$ cat config.mk
export PLATFORM = sky130hd
export DESIGN_NAME = ctrl_pipe
export DESIGN_NICKNAME = d
export VERILOG_FILES = /design/src/rtl/ctrl_pkg.sv /design/src/rtl/ctrl_decode.sv /design/src/rtl/ctrl_pipe.sv
export SDC_FILE = /design/constraint.sdc
export NUM_CORES = 1
export LEC_CHECK = 0
export CORE_ASPECT_RATIO = 1.75
export CORE_MARGIN = 2
export CORE_UTILIZATION = 45
export CTS_BUF_LIST = sky130_fd_sc_hd__clkbuf_4
export CTS_CLUSTER_DIAMETER = 40
export CTS_CLUSTER_SIZE = 28
export DETAILED_ROUTE_END_ITERATION = 16
export MAX_ROUTING_LAYER = met4
export PLACE_DENSITY = 0.83
export SLEW_MARGIN = 0
export SYNTH_ARGS = -nofsm -noshare
export SYNTH_HDL_FRONTEND = slang
export SYNTH_HIERARCHICAL = 1
export SYNTH_SLANG_ARGS = --single-unit
export TNS_END_PERCENT = 30
$ cat constraint.sdc
create_clock -name clk_i -period 3.6 [get_ports clk_i]
set_input_delay 1.08 -clock clk_i [delete_from_list [all_inputs] [get_ports clk_i]]
set_output_delay 1.08 -clock clk_i [all_outputs]
set_load 0.02 [all_outputs]
$ cat src/rtl/ctrl_pkg.sv
// Shared definitions for the pipeline control slice: opcodes, ALU/forward
// encodings and the decoded control bundle.
package ctrl_pkg;

    localparam logic [6:0] OPC_R      = 7'b0110011;
    localparam logic [6:0] OPC_I_ALU  = 7'b0010011;
    localparam logic [6:0] OPC_LOAD   = 7'b0000011;
    localparam logic [6:0] OPC_STORE  = 7'b0100011;
    localparam logic [6:0] OPC_BRANCH = 7'b1100011;

    localparam logic [1:0] ALU_ADD  = 2'b00;
    localparam logic [1:0] ALU_BR   = 2'b01;
    localparam logic [1:0] ALU_FUNC = 2'b10;

    localparam logic [1:0] FWD_RF    = 2'b00;
    localparam logic [1:0] FWD_EXMEM = 2'b10;
    localparam logic [1:0] FWD_MEMWB = 2'b01;

    typedef struct packed {
        logic [1:0] alu_op;
        logic       alu_src;
        logic       mem_read;
        logic       mem_write;
        logic       reg_write;
        logic       mem_to_reg;
        logic       branch;
    } ctrl_bundle_t;

    localparam ctrl_bundle_t CTRL_NOP = '{
        alu_op:     2'b00,
        alu_src:    1'b0,
        mem_read:   1'b0,
        mem_write:  1'b0,
        reg_write:  1'b0,
        mem_to_reg: 1'b0,
        branch:     1'b0
    };

    // Only formats that actually read rs2 may cause an rs2 load-use hazard.
    function automatic logic uses_rs2(input logic [6:0] opc);
        return (opc == OPC_R) || (opc == OPC_STORE) || (opc == OPC_BRANCH);
    endfunction

endpackage

$ cat src/rtl/ctrl_decode.sv
// Purely combinational opcode to control-bundle decoder.
module ctrl_decode
    import ctrl_pkg::*;
(
    input  logic [6:0]   opcode_i,
    output ctrl_bundle_t ctrl_o
);

    // Opcode table; anything unrecognised decodes to a NOP bundle.
    always_comb begin
        ctrl_o = CTRL_NOP;
        case (opcode_i)
            OPC_R: begin
                ctrl_o.alu_op    = ALU_FUNC;
                ctrl_o.reg_write = 1'b1;
            end
            OPC_I_ALU: begin
                ctrl_o.alu_op    = ALU_FUNC;
                ctrl_o.alu_src   = 1'b1;
                ctrl_o.reg_write = 1'b1;
            end
            OPC_LOAD: begin
                ctrl_o.alu_op     = ALU_ADD;
                ctrl_o.alu_src    = 1'b1;
                ctrl_o.mem_read   = 1'b1;
                ctrl_o.mem_to_reg = 1'b1;
                ctrl_o.reg_write  = 1'b1;
            end
            OPC_STORE: begin
                ctrl_o.alu_op    = ALU_ADD;
                ctrl_o.alu_src   = 1'b1;
                ctrl_o.mem_write = 1'b1;
            end
            OPC_BRANCH: begin
                ctrl_o.alu_op = ALU_BR;
                ctrl_o.branch = 1'b1;
            end
            default: ctrl_o = CTRL_NOP;
        endcase
    end

endmodule

$ cat src/rtl/ctrl_pipe.sv
// ID->EX->MEM->WB control pipeline with load-use stall and forwarding selects.
module ctrl_pipe
    import ctrl_pkg::*;
#(
    parameter int unsigned REG_AW    = 5,
    parameter bit          HAZARD_EN = 1'b1,
    parameter bit          FWD_EN    = 1'b1
) (
    input  logic              clk_i,
    input  logic              rst_i,
    input  logic [6:0]        opcode_i,
    input  logic [REG_AW-1:0] rs1_i,
    input  logic [REG_AW-1:0] rs2_i,
    input  logic [REG_AW-1:0] rd_i,
    input  logic              flush_i,
    output logic              stall_o,
    output logic [1:0]        ex_alu_op_o,
    output logic              ex_alu_src_o,
    output logic [REG_AW-1:0] ex_rs1_o,
    output logic [REG_AW-1:0] ex_rs2_o,
    output logic [REG_AW-1:0] ex_rd_o,
    output logic              mem_read_o,
    output logic              mem_write_o,
    output logic [REG_AW-1:0] mem_rd_o,
    output logic              wb_reg_write_o,
    output logic              wb_mem_to_reg_o,
    output logic [REG_AW-1:0] wb_rd_o,
    output logic [1:0]        fwd_a_o,
    output logic [1:0]        fwd_b_o,
    output logic              id_branch_o
);

    localparam logic [REG_AW-1:0] X0 = {REG_AW{1'b0}};

    ctrl_bundle_t      dec_s;
    logic              stall_s;
    logic              bubble_s;
    logic [1:0]        fwd_a_s;
    logic [1:0]        fwd_b_s;

    logic [1:0]        ex_alu_op_d,  ex_alu_op_q;
    logic              ex_alu_src_d, ex_alu_src_q;
    logic              ex_mem_read_d, ex_mem_read_q;
    logic              ex_mem_write_d, ex_mem_write_q;
    logic              ex_reg_write_d, ex_reg_write_q;
    logic              ex_mem_to_reg_d, ex_mem_to_reg_q;
    logic [REG_AW-1:0] ex_rs1_d, ex_rs1_q;
    logic [REG_AW-1:0] ex_rs2_d, ex_rs2_q;
    logic [REG_AW-1:0] ex_rd_d,  ex_rd_q;

    logic              mem_read_d, mem_read_q;
    logic              mem_write_d, mem_write_q;
    logic              mem_reg_write_d, mem_reg_write_q;
    logic              mem_mem_to_reg_d, mem_mem_to_reg_q;
    logic [REG_AW-1:0] mem_rd_d, mem_rd_q;

    logic              wb_reg_write_d, wb_reg_write_q;
    logic              wb_mem_to_reg_d, wb_mem_to_reg_q;
    logic [REG_AW-1:0] wb_rd_d, wb_rd_q;

    ctrl_decode u_decode (
        .opcode_i (opcode_i),
        .ctrl_o   (dec_s)
    );

    // EX/MEM wins over MEM/WB because it carries the younger result.
    function automatic logic [1:0] fwd_sel(
        input logic [REG_AW-1:0] rs,
        input logic              m_rw,
        input logic [REG_AW-1:0] m_rd,
        input logic              w_rw,
        input logic [REG_AW-1:0] w_rd
    );
        logic [1:0] sel;
        if (m_rw && (m_rd != X0) && (m_rd == rs)) begin
            sel = FWD_EXMEM;
        end else if (w_rw && (w_rd != X0) && (w_rd == rs)) begin
            sel = FWD_MEMWB;
        end else begin
            sel = FWD_RF;
        end
        return sel;
    endfunction

    // Load-use hazard detection; a pending flush discards the dependent anyway.
    always_comb begin
        stall_s = 1'b0;
        if (HAZARD_EN) begin
            stall_s = ex_mem_read_q && (ex_rd_q != X0) && !flush_i &&
                      ((ex_rd_q == rs1_i) || (uses_rs2(opcode_i) && (ex_rd_q == rs2_i)));
        end else begin
            stall_s = 1'b0;
        end
    end

    // Forwarding selects for the instruction currently in EX.
    always_comb begin
        fwd_a_s = FWD_RF;
        fwd_b_s = FWD_RF;
        if (FWD_EN) begin
            fwd_a_s = fwd_sel(ex_rs1_q, mem_reg_write_q, mem_rd_q, wb_reg_write_q, wb_rd_q);
            fwd_b_s = fwd_sel(ex_rs2_q, mem_reg_write_q, mem_rd_q, wb_reg_write_q, wb_rd_q);
        end else begin
            fwd_a_s = FWD_RF;
            fwd_b_s = FWD_RF;
        end
    end

    assign bubble_s = flush_i | stall_s;

    // Next-state for all stage registers; a bubble zeroes the whole ID/EX entry.
    always_comb begin
        ex_alu_op_d     = ALU_ADD;
        ex_alu_src_d    = 1'b0;
        ex_mem_read_d   = 1'b0;
        ex_mem_write_d  = 1'b0;
        ex_reg_write_d  = 1'b0;
        ex_mem_to_reg_d = 1'b0;
        ex_rs1_d        = X0;
        ex_rs2_d        = X0;
        ex_rd_d         = X0;
        if (!bubble_s) begin
            ex_alu_op_d     = dec_s.alu_op;
            ex_alu_src_d    = dec_s.alu_src;
            ex_mem_read_d   = dec_s.mem_read;
            ex_mem_write_d  = dec_s.mem_write;
            ex_reg_write_d  = dec_s.reg_write;
            ex_mem_to_reg_d = dec_s.mem_to_reg;
            ex_rs1_d        = rs1_i;
            ex_rs2_d        = rs2_i;
            ex_rd_d         = rd_i;
        end else begin
            ex_alu_op_d     = ALU_ADD;
            ex_rd_d         = X0;
        end
        mem_read_d       = ex_mem_read_q;
        mem_write_d      = ex_mem_write_q;
        mem_reg_write_d  = ex_reg_write_q;
        mem_mem_to_reg_d = ex_mem_to_reg_q;
        mem_rd_d         = ex_rd_q;
        wb_reg_write_d   = mem_reg_write_q;
        wb_mem_to_reg_d  = mem_mem_to_reg_q;
        wb_rd_d          = mem_rd_q;
    end

    // Stage registers; reset drops every in-flight bundle to NOP.
    always_ff @(posedge clk_i or negedge rst_i) begin
        if (!rst_i) begin
            ex_alu_op_q      <= ALU_ADD;
            ex_alu_src_q     <= 1'b0;
            ex_mem_read_q    <= 1'b0;
            ex_mem_write_q   <= 1'b0;
            ex_reg_write_q   <= 1'b0;
            ex_mem_to_reg_q  <= 1'b0;
            ex_rs1_q         <= X0;
            ex_rs2_q         <= X0;
            ex_rd_q          <= X0;
            mem_read_q       <= 1'b0;
            mem_write_q      <= 1'b0;
            mem_reg_write_q  <= 1'b0;
            mem_mem_to_reg_q <= 1'b0;
            mem_rd_q         <= X0;
            wb_reg_write_q   <= 1'b0;
            wb_mem_to_reg_q  <= 1'b0;
            wb_rd_q          <= X0;
        end else begin
            ex_alu_op_q      <= ex_alu_op_d;
            ex_alu_src_q     <= ex_alu_src_d;
            ex_mem_read_q    <= ex_mem_read_d;
            ex_mem_write_q   <= ex_mem_write_d;
            ex_reg_write_q   <= ex_reg_write_d;
            ex_mem_to_reg_q  <= ex_mem_to_reg_d;
            ex_rs1_q         <= ex_rs1_d;
            ex_rs2_q         <= ex_rs2_d;
            ex_rd_q          <= ex_rd_d;
            mem_read_q       <= mem_read_d;
            mem_write_q      <= mem_write_d;
            mem_reg_write_q  <= mem_reg_write_d;
            mem_mem_to_reg_q <= mem_mem_to_reg_d;
            mem_rd_q         <= mem_rd_d;
            wb_reg_write_q   <= wb_reg_write_d;
            wb_mem_to_reg_q  <= wb_mem_to_reg_d;
            wb_rd_q          <= wb_rd_d;
        end
    end

    assign stall_o         = stall_s;
    assign fwd_a_o         = fwd_a_s;
    assign fwd_b_o         = fwd_b_s;
    // Gated by reset so every output reads 0 while reset is held.
    assign id_branch_o     = dec_s.branch & rst_i;
    assign ex_alu_op_o     = ex_alu_op_q;
    assign ex_alu_src_o    = ex_alu_src_q;
    assign ex_rs1_o        = ex_rs1_q;
    assign ex_rs2_o        = ex_rs2_q;
    assign ex_rd_o         = ex_rd_q;
    assign mem_read_o      = mem_read_q;
    assign mem_write_o     = mem_write_q;
    assign mem_rd_o        = mem_rd_q;
    assign wb_reg_write_o  = wb_reg_write_q;
    assign wb_mem_to_reg_o = wb_mem_to_reg_q;
    assign wb_rd_o         = wb_rd_q;

endmodule
==> results.json <==
{
  "cts.sinks": 38,
  "grt_use_total_pct": 21.2,
  "core-area_sq_um": 3590,
  "grt_pass1_vias": 1370,
  "synth_seq_cells": 38,
  "seq_area_frac_synth_pct": 56.6,
  "min-delay-start": "ex_mem_write_q",
  "worstPathMaxFanout": 2,
  "fmax_ghz": 0.284,
  "reg2reg_to": "ex_reg_write_q",
  "insertedDiodeCount": 0,
  "tightest_slew_ps": 461,
  "hold_path_class": "reg -> reg",
  "cts-buffers-inserted": 5,
  "gp_congestion": 0.924,
  "period_share_pct": 97.9,
  "grt_first_pass_wirelength_um": 6470,
  "syn_to_final_growth_pct": 45.4,
  "h-tree-depth": 2,
  "syn_inst": 129,
  "r2r-start": "ex_rd_o[3]",
  "drtIter0Drc": 12,
  "antenna_found_initial": 0,
  "async_flop_share_pct": 100,
  "holdPathEnd": "mem_write_o",
  "vias_per_cell": 5.24,
  "placementRows": 29,
  "fin_crit_ps": 3520,
  "powerDensity_nw_per_um2": 336,
  "drt-pass1-iter-count": 4,
  "clock_latency_ps": 340,
  "p_total_uw": 821,
  "yosys_warnings": 6,
  "cts-root-buf": "clkbuf_4",
  "cp.arrival_ps": 2440,
  "synth_flop_cell": "dfrtp_1",
  "routedWlPerCell_um": 16.1,
  "tritoncts": "done",
  "place_hpwl_um": 3100,
  "reg2reg_slack_ps": 1570,
  "cp-start-kind": "input port",
  "io_buffers": 62,
  "ant_nets": 0,
  "synth_cell_types": 23,
  "yosys.area.top_type": "dfrtp_1",
  "synth_area_sq_um": 1680,
  "max_slew_margin_pct": 69.0,
  "grt_max_degree": 39,
  "critPathCaptureType": "primary output",
  "synth_area_leaders": "dfrtp_1 57%, xor2_1 11%, nor3b_1 11%",
  "slew_viol_final": 0,
  "vdd_ir_drop_max_mv": 0.288,
  "hold_viol": 0,
  "multi_input_area_sq_um": 687,
  "ios": 63,
  "status": "completed",
  "maxCapViolCount": 0,
  "reg2regPathDepth": 8,
  "clkTransAtPathRegs_ps": 100,
  "start_util_pct": 46.8,
  "die_y_um": 84.8,
  "synth_edf_count": 0,
  "die_x_um": 50.2,
  "avgSynthCellArea_sq_um": 13.0,
  "synth_commonest_cells": "38 x dfrtp_1, 24 x nor3b_1, 22 x xor2_1",
  "synth_top_area_share_pct": 56.6,
  "fillers": 254,
  "cp_data_required_time_ps": 2520,
  "setup_violations": 0,
  "vias": 1309,
  "final_util_pct": 68.0,
  "drive_gt1_share_pct": 13.2,
  "crit_type": "in -> out",
  "synth.most_common_cell": "dfrtp_1",
  "syn_nets": 154,
  "hold_depth": 0,
  "gr-total-overflow": 0,
  "nets": 228,
  "drc": 0,
  "cts_hold_buf": 0,
  "clock_path_buffers": 2,
  "drt_wl_total_um": 4020,
  "fin_worst_skew_ps": 2.52,
  "leakagePower_uw": 0.00109,
  "register_area_sq_um": 951,
  "die_area_sq_um": 4260
}
## logic make-up (layout without fill, tap and decap cells)
group	count (synthesis)	after routing	synth area share, %
xor+xnor	30	30	15.6
simple gates	49	49	21.6
buf+inv	6	81	2.68
flops	38	38	56.6
compound gates	6	6	3.50
## worst max-delay path, cell delays in order
cell	delay (ps)
clkdlybuf4s50_1	510
a2111oi_4	320
nand4_1	160
a21oi_2	200
buf_4	160
## stage by stage
step | TNS, ps | std cells | worst slack, ps | cell area, sq um | hold slack [ps]
2_1_floorplan | 0 | 129 | 402 | 1680 | 331
3_3_place_gp | -724 | 240 | -451 | 2380 | 333
3_5_place_dp | -758 | 240 | -489 | 2380 | 335
4_1_cts | 0 | 249 | 5.64 | 2430 | 358
5_1_grt | -0.356 | 250 | -0.356 | 2440 | 369
6_report | 0 | 250 | 75.6 | 2440 | 354
## layout make-up
class,instances,share of cell area [%]
Sequential cell,38,38.9
Timing Repair Buffer,73,28.4
Multi-Input combinational cell,85,28.1
Tap cell,46,2.36
Clock buffer,6,1.84
Clock inverter,2,0.358
## power breakdown
part / leakage, uW / internal, uW / switching [uW]
sequential: 0.000504 / 442 / 21.0
combinational: 0.000552 / 78.0 / 67.6
clock: 0.0000331 / 80.9 / 132
## cells in the final DEF, fill, tap and decap left out
| master | n |
|---|---|
| clkbuf_4 | 6 |
| nand3b_1 | 1 |
| xnor2_1 | 8 |
| clkinv_2 | 1 |
| nor2b_1 | 2 |
| clkbuf_2 | 1 |
| or4_1 | 5 |
| nand4bb_4 | 1 |
| clkinv_1 | 1 |
| xor2_1 | 22 |
| nor2_1 | 2 |
| a211oi_1 | 1 |
| nor3_1 | 3 |
| nor4_2 | 2 |
| nand2_2 | 1 |
| and2_1 | 1 |
| o21ai_1 | 3 |
| nand3_1 | 3 |
| nor4_1 | 3 |
| nor3b_1 | 24 |
| buf_2 | 1 |
| dlymetal6s2s_1 | 3 |
| dfrtp_1 | 38 |
| dlygate4sd2_1 | 3 |
| buf_4 | 12 |
| a21oi_2 | 1 |
| nand4_1 | 1 |
| a2111oi_4 | 1 |
| clkdlybuf4s50_1 | 53 |
## registers in the layout, indices dropped and copies added, names as in the netlist
register / cells
ex_alu_src_o: 1
ex_mem_read_q: 1
wb_rd_o: 5
ex_rd_o: 5
ex_mem_write_q: 1
ex_mem_to_reg_q: 1
ex_rs1_o: 5
wb_reg_write_o: 1
ex_alu_op_o: 2
ex_rs2_o: 5
mem_rd_o: 5
ex_reg_write_q: 1
wb_mem_to_reg_o: 1
mem_write_o: 1
mem_read_o: 1
mem_reg_write_q: 1
mem_mem_to_reg_q: 1
## per-layer routing
metal | GRT usage, % | wire (um) | vias up
li1 | - | - | 601
met1 | 22.0 | 1420 | 650
met2 | 38.3 | 2350 | 53
met3 | 3.87 | 181 | 5
met4 | 8.08 | 63 | 0
met5 | - | 0 | -
## repair_timing
| action | CTS | global route |
|---|---|---|
| gates cloned | 0 | 0 |
| pin swaps | 2 | 3 |
| setup endpoints to repair | 4 | 2 |
| setup buffers | 1 | 1 |
| gates resized for setup | 10 | 5 |
## worst max path at each step
stage,startpoint,end,slack [ps]
final,opcode_i[4],stall_o,80
after global routing,opcode_i[4],stall_o,-0.4
after CTS,opcode_i[4],id_branch_o,6
after detailed placement,rs2_i[3],stall_o,-490
after global placement,rs2_i[3],stall_o,-450
after floorplan,rs2_i[3],stall_o,400
Power figures use the tool's default switching activity.
==> RTL change 1 (same settings) <==
`FWD_EN`: 1'b1 -> 1'b0.
--- a/src/rtl/ctrl_pipe.sv
+++ b/src/rtl/ctrl_pipe.sv
@@ -4,7 +4,7 @@
 #(
     parameter int unsigned REG_AW    = 5,
     parameter bit          HAZARD_EN = 1'b1,
-    parameter bit          FWD_EN    = 1'b1
+    parameter bit          FWD_EN    = 1'b0
 ) (
     input  logic              clk_i,
     input  logic              rst_i,
Behaviour: not the same (Yosys sat finds a counterexample within 4 cycles, from zero or initial values and one cycle with rst_i low).
==> RTL change 1 against the original RTL <==
Combinational power is 11% lower; sequential cell count stayed put; die area decreased by 11%; setup slack got worse by 10 ps; via count decreased by 20%; power up 14%; synthesized area is 11% lower; clock power up 66%; routed wire length shrank 17%; design area is 9.4% lower; first-iteration DRC count grew 100%; sequential share of layout area rose by 4.0 points; critical path type unchanged; largest cell class unchanged; largest power group unchanged; highest routed layer unchanged.
==> RTL change 1: results <==
routing:
  dr.first_iter.drc_count: 24
  wl_um: 3329
  wire_per_inst_um: 15.70
  met2_length_um: 1841
clocking:
  clk_pin_slew_ps: 120
layout:
  drive_gt1_frac: 0.1834
  n_fill_cell: 230
  layout.nonclk_buf_frac: 0.2870
  nets: 193
placement:
  port_buffers: 58
floorplanning:
  chipWidth_um: 47.47
yosys:
  syn_inst: 102
  synth_compound_area_frac: 0.02691
  yosysUniqueCellTypes: 24
  seq_area_frac_synth: 0.6392
  synth.area.top_cells: "dfrtp_1 (64%), nor3b_1 (7.6%), nor3b_2 (7.6%)"
  synthTopCellsByCount: "dfrtp_1 (38), nor3b_1 (15), nor3b_2 (9)"
grt:
  met1_usage: 0.2239
  track_usage: 0.2103
  met2_usage: 0.3338
  grt_pass1_wl_um: 5313
  grt_util_met3: 0.05843
setup_path:
  ff2ff_setup_slack_ps: 1690
hold_path:
  hp-start: "ex_reg_write_q"
run_status:
  status: "finished, final reports clean"
timing:
  fin_skew_ps: 11.26
==> RTL change 1: cell count changes in the layout (fill, tap and decap cells not counted), sizes merged, moves of 2 or more <==
cell / unedited run / this run
xor2: 22 / 8
xnor2: 8 / 2
conb: 0 / 4
nor4: 5 / 1
or4: 5 / 1
buf: 13 / 10
dlygate4sd2: 3 / 0
bufinv: 0 / 2
nand3: 3 / 1
o21ai: 3 / 1
==> RTL change 1: worst max-delay path by stage <==
| stage | slack (ps) | startpoint | endpoint |
|---|---|---|---|
| after floorplan | 430 | rs2_i[2] | stall_o |
| after global placement | -450 | opcode_i[5] | stall_o |
| after detailed placement | -460 | rs2_i[2] | stall_o |
| after CTS | 20 | opcode_i[5] | stall_o |
| after global routing | 8 | rs2_i[1] | stall_o |
| final | 70 | rs2_i[1] | stall_o |
==> RTL change 1: metrics by stage <==
step	power (uW)	utilization	setup WS, ps	hold WS, ps
final	932.7	0.7049	65.34	361.4
after global routing	966.8	0.7049	7.819	369.1
after global placement	585.3	0.6726	-451.1	332.9
after detailed placement	588.8	0.6726	-464.5	334.7
after floorplan	510.5	-	425.2	331.2
after CTS	939.5	0.7037	17.06	361.5
==> RTL change 1: power groups by stage <==
stage | sequential [uW] | clock (uW) | combinational, uW
after floorplan | 477 | 0 | 33.7
after global placement | 458 | 0 | 127
after detailed placement | 459 | 0 | 130
after CTS | 451 | 358 | 131
after global routing | 452 | 377 | 138
final | 450 | 353 | 130
==> RTL change 1: worst max-delay path: stages <==
cell and delay, ps:
clkdlybuf4s50_1 460, xor2_1 160, nor3_1 230, nand4_1 150, a21oi_2 210, buf_4 170
==> RTL change 1: timing repair <==
action,in CTS,in global routing
buffers inserted,0,0
endpoints found under the setup margin,2,2
pin swaps,1,3
hold buffers,0,0
gates resized for setup,6,5
gates cloned,0,0
endpoints found under the hold margin,0,0
==> RTL change 2 (same settings) <==
Made on the original files. Make the reset (`rst_i`) synchronous in one clocked block.
--- a/src/rtl/ctrl_pipe.sv
+++ b/src/rtl/ctrl_pipe.sv
@@ -144,7 +144,7 @@
     end
 
     // Stage registers; reset drops every in-flight bundle to NOP.
-    always_ff @(posedge clk_i or negedge rst_i) begin
+    always_ff @(posedge clk_i) begin
         if (!rst_i) begin
             ex_alu_op_q      <= ALU_ADD;
             ex_alu_src_q     <= 1'b0;
Check against the original RTL: differs if rst_i is asserted again (counterexample within 4 cycles, from zero or initial values and one cycle with rst_i low); with rst_i held inactive, the same outputs for 10 cycles.
==> RTL change 2 against the original RTL <==
Routed wire length down 8.0%; non-clock buffer count down 3; sequential cell count unchanged; setup slack worse by 66 ps; largest power group unchanged; synthesized area down 4.1%; die area down 3.8%; power down 7.1%; register-to-register slack better by 260 ps; sequential share of layout area down 6.6 points; design area down 3.6%.
==> RTL change 2: results <==
yosys:
  syn_inst: 160
  synth_compound_area_frac: 0.03882
  seq_area_frac_synth: 0.4720
  synth.area.top_cells: "dfxtp_1 (47%), xor2_1 (12%), and2_1 (6.2%)"
  synthXorXnorAreaFrac: 0.1630
  synthTopCellsByCount: "dfxtp_1 (38), xor2_1 (22), and2_1 (16)"
routing:
  wire_per_inst_um: 13.40
  dr.first_iter.drc_count: 11
  vias_per_cell: 4.967
layout:
  drive_gt1_frac: 0.09957
  nets: 255
hold_path:
  hp-start: "ex_reg_write_q"
  worstHoldPathCells: 1
  min_to: "mem_reg_write_q"
setup_path:
  r2r_cells: 6
  slowest_delay_ps: 430
  worstPathArrival_ps: 2510
  rr_startpoint: "ex_rd_o[3]"
timing:
  fin_skew_ps: 6.248
  fin_hold_ws_ps: 446.5
  min_period_ps: 3591
  timing.slew.headroom: 0.6635
run_status:
  status: "finished, final reports clean"
placement:
  dp_hpwl_um: 2978
  dp_cells: 268
  dpl_cell_area_um2: 2300
power_and_ir_drop:
  ir_worst_vdd_mv: 0.2695
grt:
  grt_pass1_wl_um: 6382
  grt_pass1_vias: 1419
floorplanning:
  rows: 28
clocking:
  post_cts_buffers: 0
[RTL change 2: layer usage]
metal  up-vias  wire [um]  global-route usage
met5         -          0                   -
met4         0        192              0.1558
met3        15        196             0.03597
met2        62       2017              0.3710
met1       624       1291              0.1917
li1        670          -                   -
[RTL change 2: kinds of logic (layout without fill, tap and decap cells)]
family,after synthesis,after routing
buffers and inverters,7,78
XOR/XNOR,30,30
flip-flops,38,38
AO/OA/AOI/OAI,6,6
AND/OR/NAND/NOR,79,79
[RTL change 2: power groups by stage]
stage	Combinational, uW	Sequential, uW	Clock, uW
6_report	112	443	208
5_1_grt	121	445	236
4_1_cts	112	443	216
3_5_place_dp	112	453	0
3_3_place_gp	110	452	0
2_1_floorplan	37.4	461	0
[RTL change 2: worst max path at each step]
stage / to / depth (start not counted) / from
after global routing: stall_o / 6 / rs2_i[3]
after global placement: stall_o / 6 / rs2_i[3]
after CTS: stall_o / 6 / rs2_i[3]
after floorplan: stall_o / 5 / rs2_i[3]
after detailed placement: stall_o / 6 / rs2_i[3]
final: stall_o / 6 / rs2_i[3]
[RTL change 2: final cells by class]
cell class / count / area, um^2
fillers: 292 / 1042
multi-input cells: 115 / 802.0
clock buffers: 6 / 45.04
repair buffers: 70 / 683.2
flip-flops and latches: 38 / 760.7
clock inverters: 2 / 8.758
well taps: 45 / 56.30
[RTL change 2: worst max-delay path: cells and delay by family]
kind / cells / cell delay [ps]
AO/OA/AOI/OAI: 2 / 510
buffers and inverters: 2 / 600
XOR/XNOR: 1 / 180
AND/OR/NAND/NOR: 1 / 150
[RTL change 2: repair_timing]
| action | CTS | global route |
|---|---|---|
| gates resized for setup | 6 | 3 |
| pin swaps | 1 | 0 |
| endpoints found under the setup margin | 2 | 4 |
| endpoints found under the hold margin | 0 | 0 |
